--- config.mk ---
export PLATFORM = sky130hd
export DESIGN_NAME = intc
export DESIGN_NICKNAME = d
export VERILOG_FILES = /design/src/rtl/intc.sv
export SDC_FILE = /design/constraint.sdc
export NUM_CORES = 1
export LEC_CHECK = 0
export BUFFER_PORTS_ARGS = -buffer_cell sky130_fd_sc_hd__buf_4
export CORE_UTILIZATION = 40
export CTS_CLUSTER_SIZE = 24
export DETAILED_ROUTE_END_ITERATION = 12
export GPL_TIMING_DRIVEN = 0
export PLACE_DENSITY_LB_ADDON = 0.08
export SETUP_SLACK_MARGIN = 0.3
export SYNTH_ARGS = -nofsm -noshare
export SYNTH_HDL_FRONTEND = slang
export SYNTH_SLANG_ARGS = --single-unit
export TNS_END_PERCENT = 20
--- constraint.sdc ---
create_clock -name clk -period 5 [get_ports clk]
set_input_delay 0.25 -clock clk [delete_from_list [all_inputs] [get_ports clk]]
set_output_delay 0.25 -clock clk [all_outputs]
set_load 0.02 [all_outputs]
--- src/rtl/intc.sv ---
// Fixed-priority interrupt controller: edge/level sources, pending latch,
// a three-state request/claim/complete handshake and a small register window.
module intc #(
    parameter int unsigned NUM_SRC   = 4,
    parameter int unsigned ID_W      = 5,
    parameter logic [31:0] BASE_ADDR = 32'h0200_0000
) (
    input  logic               clk,
    input  logic               rst_n,
    input  logic [NUM_SRC-1:0] src_irq_i,
    input  logic               reg_we_i,
    input  logic               reg_re_i,
    input  logic [31:0]        reg_addr_i,
    input  logic [31:0]        reg_wdata_i,
    output logic [31:0]        reg_rdata_o,
    output logic               irq_req_o,
    output logic [ID_W-1:0]    irq_id_o,
    input  logic               irq_ack_i
);

    typedef enum logic [1:0] {
        ST_IDLE  = 2'd0,
        ST_REQ   = 2'd1,
        ST_SERVE = 2'd2
    } state_t;

    localparam logic [31:0] OFF_ENABLE   = 32'h00;
    localparam logic [31:0] OFF_PENDING  = 32'h04;
    localparam logic [31:0] OFF_MODE     = 32'h08;
    localparam logic [31:0] OFF_CLAIM    = 32'h0C;
    localparam logic [31:0] OFF_COMPLETE = 32'h10;

    state_t               state_q, state_d;
    logic [ID_W-1:0]      id_q, id_d;
    logic [NUM_SRC-1:0]   enable_q, enable_d;
    logic [NUM_SRC-1:0]   mode_q, mode_d;
    logic [NUM_SRC-1:0]   pending_q, pending_d;
    logic [NUM_SRC-1:0]   src_q;
    logic [31:0]          rdata_q, rdata_d;

    logic [31:0]          offset;
    logic                 in_window;
    logic                 wr_enable, wr_pending, wr_mode, wr_complete;
    logic [NUM_SRC-1:0]   active;
    logic [NUM_SRC-1:0]   sel_vec;
    logic [NUM_SRC-1:0]   claim_clr;
    logic [NUM_SRC-1:0]   w1c_clr;
    logic [NUM_SRC-1:0]   edge_set;
    logic [NUM_SRC-1:0]   edge_pend;
    logic [ID_W-1:0]      winner_id;
    logic                 any_active;
    logic                 sel_active;

    // Address decode: word-aligned offsets 0x00..0x10 above the base are mapped.
    always_comb begin
        offset      = reg_addr_i - BASE_ADDR;
        in_window   = (offset < 32'h14) && (offset[1:0] == 2'b00);
        wr_enable   = reg_we_i && in_window && (offset == OFF_ENABLE);
        wr_pending  = reg_we_i && in_window && (offset == OFF_PENDING);
        wr_mode     = reg_we_i && in_window && (offset == OFF_MODE);
        wr_complete = reg_we_i && in_window && (offset == OFF_COMPLETE);
    end

    // Fixed-priority arbitration over enabled pending bits; lowest index wins.
    always_comb begin
        active     = pending_q & enable_q;
        any_active = |active;
        winner_id  = '0;
        sel_vec    = '0;
        for (int k = NUM_SRC - 1; k >= 0; k--) begin
            if (active[k]) winner_id = ID_W'(k + 1);
            sel_vec[k] = (id_q == ID_W'(k + 1));
        end
        sel_active = |(sel_vec & active);
    end

    // Handshake FSM: latch winner, wait for ack, hold service until COMPLETE.
    always_comb begin
        state_d   = state_q;
        id_d      = id_q;
        claim_clr = '0;
        unique case (state_q)
            ST_IDLE: begin
                id_d = '0;
                if (any_active) begin
                    state_d = ST_REQ;
                    id_d    = winner_id;
                end
            end
            ST_REQ: begin
                if (irq_ack_i) begin
                    state_d   = ST_SERVE;
                    claim_clr = sel_vec;
                end else if (!sel_active) begin
                    state_d = ST_IDLE;
                    id_d    = '0;
                end
            end
            ST_SERVE: begin
                if (wr_complete) begin
                    state_d = ST_IDLE;
                    id_d    = '0;
                end
            end
            default: begin
                state_d = ST_IDLE;
                id_d    = '0;
            end
        endcase
    end

    // Pending/config next state; a new edge beats W1C or claim in the same cycle.
    always_comb begin
        enable_d  = wr_enable ? reg_wdata_i[NUM_SRC-1:0] : enable_q;
        mode_d    = wr_mode   ? reg_wdata_i[NUM_SRC-1:0] : mode_q;
        w1c_clr   = wr_pending ? reg_wdata_i[NUM_SRC-1:0] : '0;
        edge_set  = src_irq_i & ~src_q & mode_q;
        edge_pend = (pending_q & ~(w1c_clr | claim_clr)) | edge_set;
        pending_d = (mode_q & edge_pend) | (~mode_q & src_irq_i);
    end

    // Registered read mux; zero when not reading or outside the window.
    always_comb begin
        rdata_d = '0;
        if (reg_re_i && in_window) begin
            unique case (offset)
                OFF_ENABLE:  rdata_d = 32'(enable_q);
                OFF_PENDING: rdata_d = 32'(pending_q);
                OFF_MODE:    rdata_d = 32'(mode_q);
                OFF_CLAIM:   rdata_d = (state_q == ST_SERVE) ? 32'(id_q) : 32'd0;
                default:     rdata_d = '0;
            endcase
        end
    end

    // State registers with synchronous active-low reset.
    always_ff @(posedge clk) begin
        if (!rst_n) begin
            state_q   <= ST_IDLE;
            id_q      <= '0;
            enable_q  <= '0;
            mode_q    <= '0;
            pending_q <= '0;
            src_q     <= '0;
            rdata_q   <= '0;
        end else begin
            state_q   <= state_d;
            id_q      <= id_d;
            enable_q  <= enable_d;
            mode_q    <= mode_d;
            pending_q <= pending_d;
            src_q     <= src_irq_i;
            rdata_q   <= rdata_d;
        end
    end

    assign irq_req_o   = (state_q == ST_REQ);
    assign irq_id_o    = id_q;
    assign reg_rdata_o = rdata_q;

endmodule

==> results of run 1 <==
[worst min-delay path by stage]
stage                       startpoint            to
after floorplan           src_irq_i[0]      src_q[0]
after global placement        src_q[3]  pending_q[3]
after detailed placement      src_q[2]  pending_q[2]
after CTS                 src_irq_i[2]      src_q[2]
after global routing      src_irq_i[1]      src_q[1]
final                     src_irq_i[2]      src_q[2]
[power breakdown]
group	switching [uW]	leakage, uW	internal, uW
Clock	64.7	0.0000255	55.8
Combinational	42.4	0.000793	45.3
Sequential	2.47	0.000204	202
Total	110	0.00102	303
[per-layer routing]
metal,global-route usage,vias to the layer above,wire [um]
met5,0,-,0
li1,-,823,-
met2,0.345,69,2060
met4,0.0625,0,65
met1,0.257,739,1800
met3,0.0538,7,316
[layout make-up]
class	count	area, sq um	area share
Timing Repair Buffer	51	383	0.173
Buffer	37	253	0.114
Sequential cell	25	500	0.226
Clock buffer	3	41.3	0.0186
Multi-Input combinational cell	161	953	0.431
Tap cell	48	60.1	0.0271
Inverter	5	18.8	0.00847
Clock inverter	1	5.00	0.00226
[per-stage QoR]
stage,total power (uW),std cells,area [sq um]
after global routing,429,331,2210
after CTS,415,331,2210
after global placement,295,327,2170
after detailed placement,296,327,2170
after floorplan,263,228,1730
final,413,331,2210
[layout by cell type (no fill, tap or decap), types with 2 or more instances in the layout]
cell      netlist  final
buf_4          30     81
conb_1          1     30
dfxtp_1        25     25
nand2_1        23     23
nand3_1        12     12
mux2i_1         9      9
nor2b_1         8      8
a211oi_1        8      8
and2_1          8      8
nand4_1         7      7
clkbuf_1        6      6
nor2_1          6      6
a31oi_1         6      6
inv_1           5      5
a22o_1          5      5
nor3_1          3      3
nor4_1          3      3
o211ai_1        3      3
clkbuf_8        0      3
nand2b_1        2      2
nand3b_1        2      2
or4_4           2      2
or4b_1          2      2
or3_1           2      2
a21o_1          2      2
nand4b_1        2      2
nor4b_1         2      2
o21ai_0         2      2
a21oi_1         2      2
[state kept, by name, summed over array words and instances, names as in the netlist]
signal and cells:
enable_q 4, state_q 2, src_q 4, mode_q 4
pending_q 4, irq_id_o 3, reg_rdata_o 4
[critical path: stages]
cell      delay (ps)
buf_4             80
inv_1             30
ha_1             260
or4b_1           470
nor4b_1          850
nand3_1          310
a211oi_1         240
[cell families (layout without fill, tap and decap cells)]
kind of cell	Yosys count	in the layout
buf+inv	42	97
compound gates	31	31
other cells	1	30
mux	9	9
xor+xnor	1	1
fa+ha+maj	1	1
flops	25	25
simple gates	89	89
==> flow_metrics.py, run 1 <==
metrics = {
    "cts": {
        "cts_tree": "done",
        "cts.sinks": 25,
        "clock_latency_ps": 270,
        "cts.repair.resized": 0,
        "clkTransAtPathRegs_ps": 90,
        "cts-htree-levels": 1,
        "post-cts-setup-buffer-count": 0,
        "cts-root-buf": "clkbuf_8",
        "cts.hold.buffers_added": 0,
        "cts_made_buffers": 3,
        "clock_path_buffers": 2,
    },
    "hold_path": {
        "whs_path_depth": 2,
        "hp-class": "in2reg",
    },
    "floorplan": {
        "die_x_um": 65.6,
        "fp-row-count": 22,
        "design.core.area_sq_um": 3770,
        "die_y_um": 65.6,
        "boundaryPins": 111,
        "start_util": 0.429,
        "die_area_sq_um": 4300,
    },
    "sta": {
        "setup_viol": 0,
        "finalCritPeriodShare": 0.463,
        "drv_slew": 0,
        "tns_ps": 0,
        "worst_slack_ps": 2690,
        "worst_pin_slew_ps": 1010,
        "grt_setup_unrepaired": "false",
        "relSlewSlack": 0.317,
        "finClkSkew_ps": 1.43,
        "finalHoldViolCount": 0,
        "max_freq_mhz": 432,
        "period_needed_ps": 2310,
        "hold-worst-slack_ps": 207,
    },
    "detailed_routing": {
        "avgViaCountPerCell": 4.95,
        "drt_iter0_drc": 99,
        "drtPass1Iterations": 4,
        "wirelength_mm": 4.24,
        "drc": 0,
        "wl_per_cell_um": 12.8,
        "route.vias.total": 1638,
        "ant_nets": 0,
    },
    "synthesis": {
        "muxShareOfSynthArea": 0.0557,
        "synth_xor_area_frac": 0.00542,
        "netlist_area_sq_um": 1620,
        "synth-compound-area-share": 0.136,
        "synth_edf_count": 0,
        "synth-seq-cells": 25,
        "synth_top_cells_by_area": "dfxtp_1 31%, buf_4 14%, mux2i_1 5.6%, nand2_1 5.3%, nand3_1 3.7%",
        "synthSimpleGateAreaFrac": 0.315,
        "ys_async_sr_fraction": 0,
        "netlist-cell-type-count": 39,
        "synth_top_family_by_area": "simple AND/OR/NAND/NOR gates",
        "synth-adder-area-share": 0.00774,
        "yosysTopAreaCellShare": 0.310,
        "yosysSeqAreaShare": 0.310,
        "synth-warning-count": 0,
        "synth_most_common_cell": "buf_4",
        "yosys.area.top_type": "dfxtp_1",
        "synthTopCellsByCount": "30 x buf_4, 25 x dfxtp_1, 23 x nand2_1",
        "avgSynthCellArea_sq_um": 8.12,
        "syn_inst": 199,
        "synthFlopType": "dfxtp_1",
    },
    "critical_path": {
        "cp-startpoint": "reg_addr_i[25]",
        "reg2reg_setup_slack_ps": 3410,
        "r2r_end": "irq_id_o[1]",
        "worst-path-max-fanout": 5,
        "arrival_ps": 2500,
        "critPathKind": "in2reg",
        "cp_data_required_time_ps": 5190,
        "reg2regPathDepth": 5,
        "r2r-start": "irq_id_o[1]",
        "endpoint": "reg_rdata_o[0]",
        "crit_path_end_kind": "flop",
        "start_kind": "primary input",
    },
    "final_layout": {
        "layout-drive-gt1-share": 0.318,
        "final_nets": 358,
        "diodes": 0,
        "fin_util": 0.587,
        "syn_to_final_growth_pct": 37.0,
        "fillers": 386,
    },
    "power_and_ir_drop": {
        "ir_drop_mv": 0.162,
        "power_density_nw_per_um2": 187,
        "p_leak_uw": 0.00102,
    },
    "status": {
        "status": "completed",
    },
    "placement": {
        "place_hpwl_mm": 3.39,
        "place_ws_ps": 2440,
        "port-buffer-count": 51,
        "gp_congestion": 0.888,
    },
    "global_route": {
        "grt_pass1_wl_mm": 6.78,
        "grt_pass1_vias": 1506,
        "antenna_found_initial": 0,
        "grt_max_degree": 15,
        "grt.total_usage": 0.206,
        "grt_remaining_overflow": 0,
    },
    "flow_run": {
        "maxCapViolations": 0,
    },
}
No activity file was read; power rests on OpenSTA's default activity.
==> run 2, diff against run 1 <==
- CORE_UTILIZATION: 40 -> 37
- clock period: 5 -> 2.1 ns (I/O delays scaled with it)
==> run 2 against run 1 <==
Non-clock buffer count rose by 1. Register-to-register slack worse by 2900 ps. First-iteration DRC count increased by 16%. Worst hold slack got worse by 150 ps. Clock power rose by 150%. Largest power group unchanged.
==> flow_metrics.py, run 2 (synthesis results as in run 1) <==
metrics = {
    "hold_path": {
        "hp-class": "in2reg",
        "whs_path_depth": 2,
    },
    "detailed_routing": {
        "drtPass1Iterations": 4,
        "ant_nets": 0,
        "wl_per_cell_um": 12.4,
        "route.vias.total": 1620,
        "drc": 0,
        "avgViaCountPerCell": 4.85,
        "drt_iter0_drc": 115,
        "wirelength_mm": 4.13,
    },
    "status": {
        "status": "completed",
    },
    "power_and_ir_drop": {
        "seq_power_share": 0.486,
        "swShare": 0.271,
        "clockPowerShare": 0.301,
        "pwr-share-comb": 0.214,
        "power_density_nw_per_um2": 441,
        "internal_power_uw": 732,
        "ir_drop_mv": 0.292,
        "p_leak_uw": 0.00105,
        "p_sw_uw": 273,
    },
    "sta": {
        "setup_viol": 0,
        "grt_setup_unrepaired": "true",
        "max_freq_mhz": 521,
        "finClkSkew_ps": 5.12,
        "period_needed_ps": 1920,
        "drv_slew": 0,
        "relSlewSlack": 0.612,
        "worst_pin_slew_ps": 580,
        "finalCritPeriodShare": 0.915,
        "finalHoldViolCount": 0,
        "worst_slack_ps": 179,
    },
    "cts": {
        "cts.sinks": 25,
        "cts_made_buffers": 3,
        "clock_latency_ps": 270,
        "cts-htree-levels": 1,
        "clock_path_buffers": 2,
        "cts.hold.buffers_added": 0,
        "clkTransAtPathRegs_ps": 90,
        "cts-root-buf": "clkbuf_8",
        "cts_tree": "done",
    },
    "final_layout": {
        "regArea_sq_um": 500,
        "final_nets": 359,
        "syn_to_final_growth_pct": 41.0,
        "diodes": 0,
        "fillers": 412,
        "multi_input_area_sq_um": 982,
        "final_common_cell": "buf_4",
        "layout-drive-gt1-share": 0.338,
        "design_area_sq_um": 2280,
        "final_cell_mix": "81 x buf_4, 30 x conb_1, 25 x dfxtp_1",
    },
    "placement": {
        "port-buffer-count": 51,
        "place_hpwl_mm": 3.41,
        "gp_congestion": 0.893,
        "place_ws_ps": -355,
        "dpl_cell_area_sq_um": 2210,
    },
    "critical_path": {
        "critPathKind": "in2reg",
        "arrival_ps": 2060,
        "start_kind": "primary input",
        "reg2regPathDepth": 5,
        "crit_path_end_kind": "flop",
        "worst-path-max-fanout": 4,
        "cp_data_required_time_ps": 2240,
    },
    "global_route": {
        "grt_pass1_wl_mm": 6.38,
        "antenna_found_initial": 0,
        "grt_remaining_overflow": 0,
        "grt.total_usage": 0.185,
        "grt_max_degree": 17,
        "grt_pass1_vias": 1396,
    },
    "floorplan": {
        "start_util": 0.396,
        "fp-row-count": 23,
        "die_area_sq_um": 4640,
        "die_x_um": 68.1,
        "boundaryPins": 111,
        "design.core.area_sq_um": 4090,
        "die_y_um": 68.1,
    },
    "flow_run": {
        "maxCapViolations": 0,
    },
}
[run 2: power by group through the flow]
stage	clock network (uW)	logic (uW)	registers (uW)
floorplan	0	133	497
global placement	0	211	499
detailed placement	0	213	499
CTS	311	213	488
global route	322	233	489
finish	302	215	488
[run 2: metrics by stage]
stage / cells / setup TNS [ps] / hold slack, ps / power [uW] / utilization
after floorplan: 228 / 0 / 250 / 630 / -
after global placement: 329 / -2380 / 343 / 710 / 0.540
after detailed placement: 329 / -2620 / 349 / 711 / 0.540
after CTS: 333 / 0 / 57.2 / 1010 / 0.554
after global routing: 334 / 0 / 50.9 / 1040 / 0.558
final: 334 / 0 / 58.1 / 1000 / 0.558
[run 2: path summary, 6_finish.rpt]
kind         slack [ps]      endpoint            from
min                  60      src_q[3]    src_irq_i[3]
max reg2reg         500    state_q[0]     irq_id_o[1]
max                 180   irq_id_o[0]  reg_addr_i[25]
min reg2reg         490  pending_q[3]        src_q[3]
[run 2: layout make-up]
cell class                      instances  area share
Inverter                                5      0.0137
Multi-Input combinational cell        161       0.431
Clock buffer                            3      0.0181
Clock inverter                          1     0.00384
Sequential cell                        25       0.220
Tap cell                               50      0.0274
Buffer                                 37       0.114
Timing Repair Buffer                   52       0.173
[run 2: critical path, cell delays in order]
cell	delay, ps
buf_4	110
inv_8	30
ha_4	240
or4b_4	460
or4_4	460
nor3_1	460
o211ai_1	180
[run 2: per-layer routing]
metal,vias up,global-route usage,part of all wire
met1,731,0.229,0.44
met2,58,0.330,0.51
li1,831,-,-
met4,0,0.0365,0
met3,0,0.0350,0.054
met5,-,0,0
[run 2: what timing repair did]
item,CTS,global route
resized for setup,1,2
setup buffers,0,1
pin swaps,0,1
setup endpoints to repair,19,20
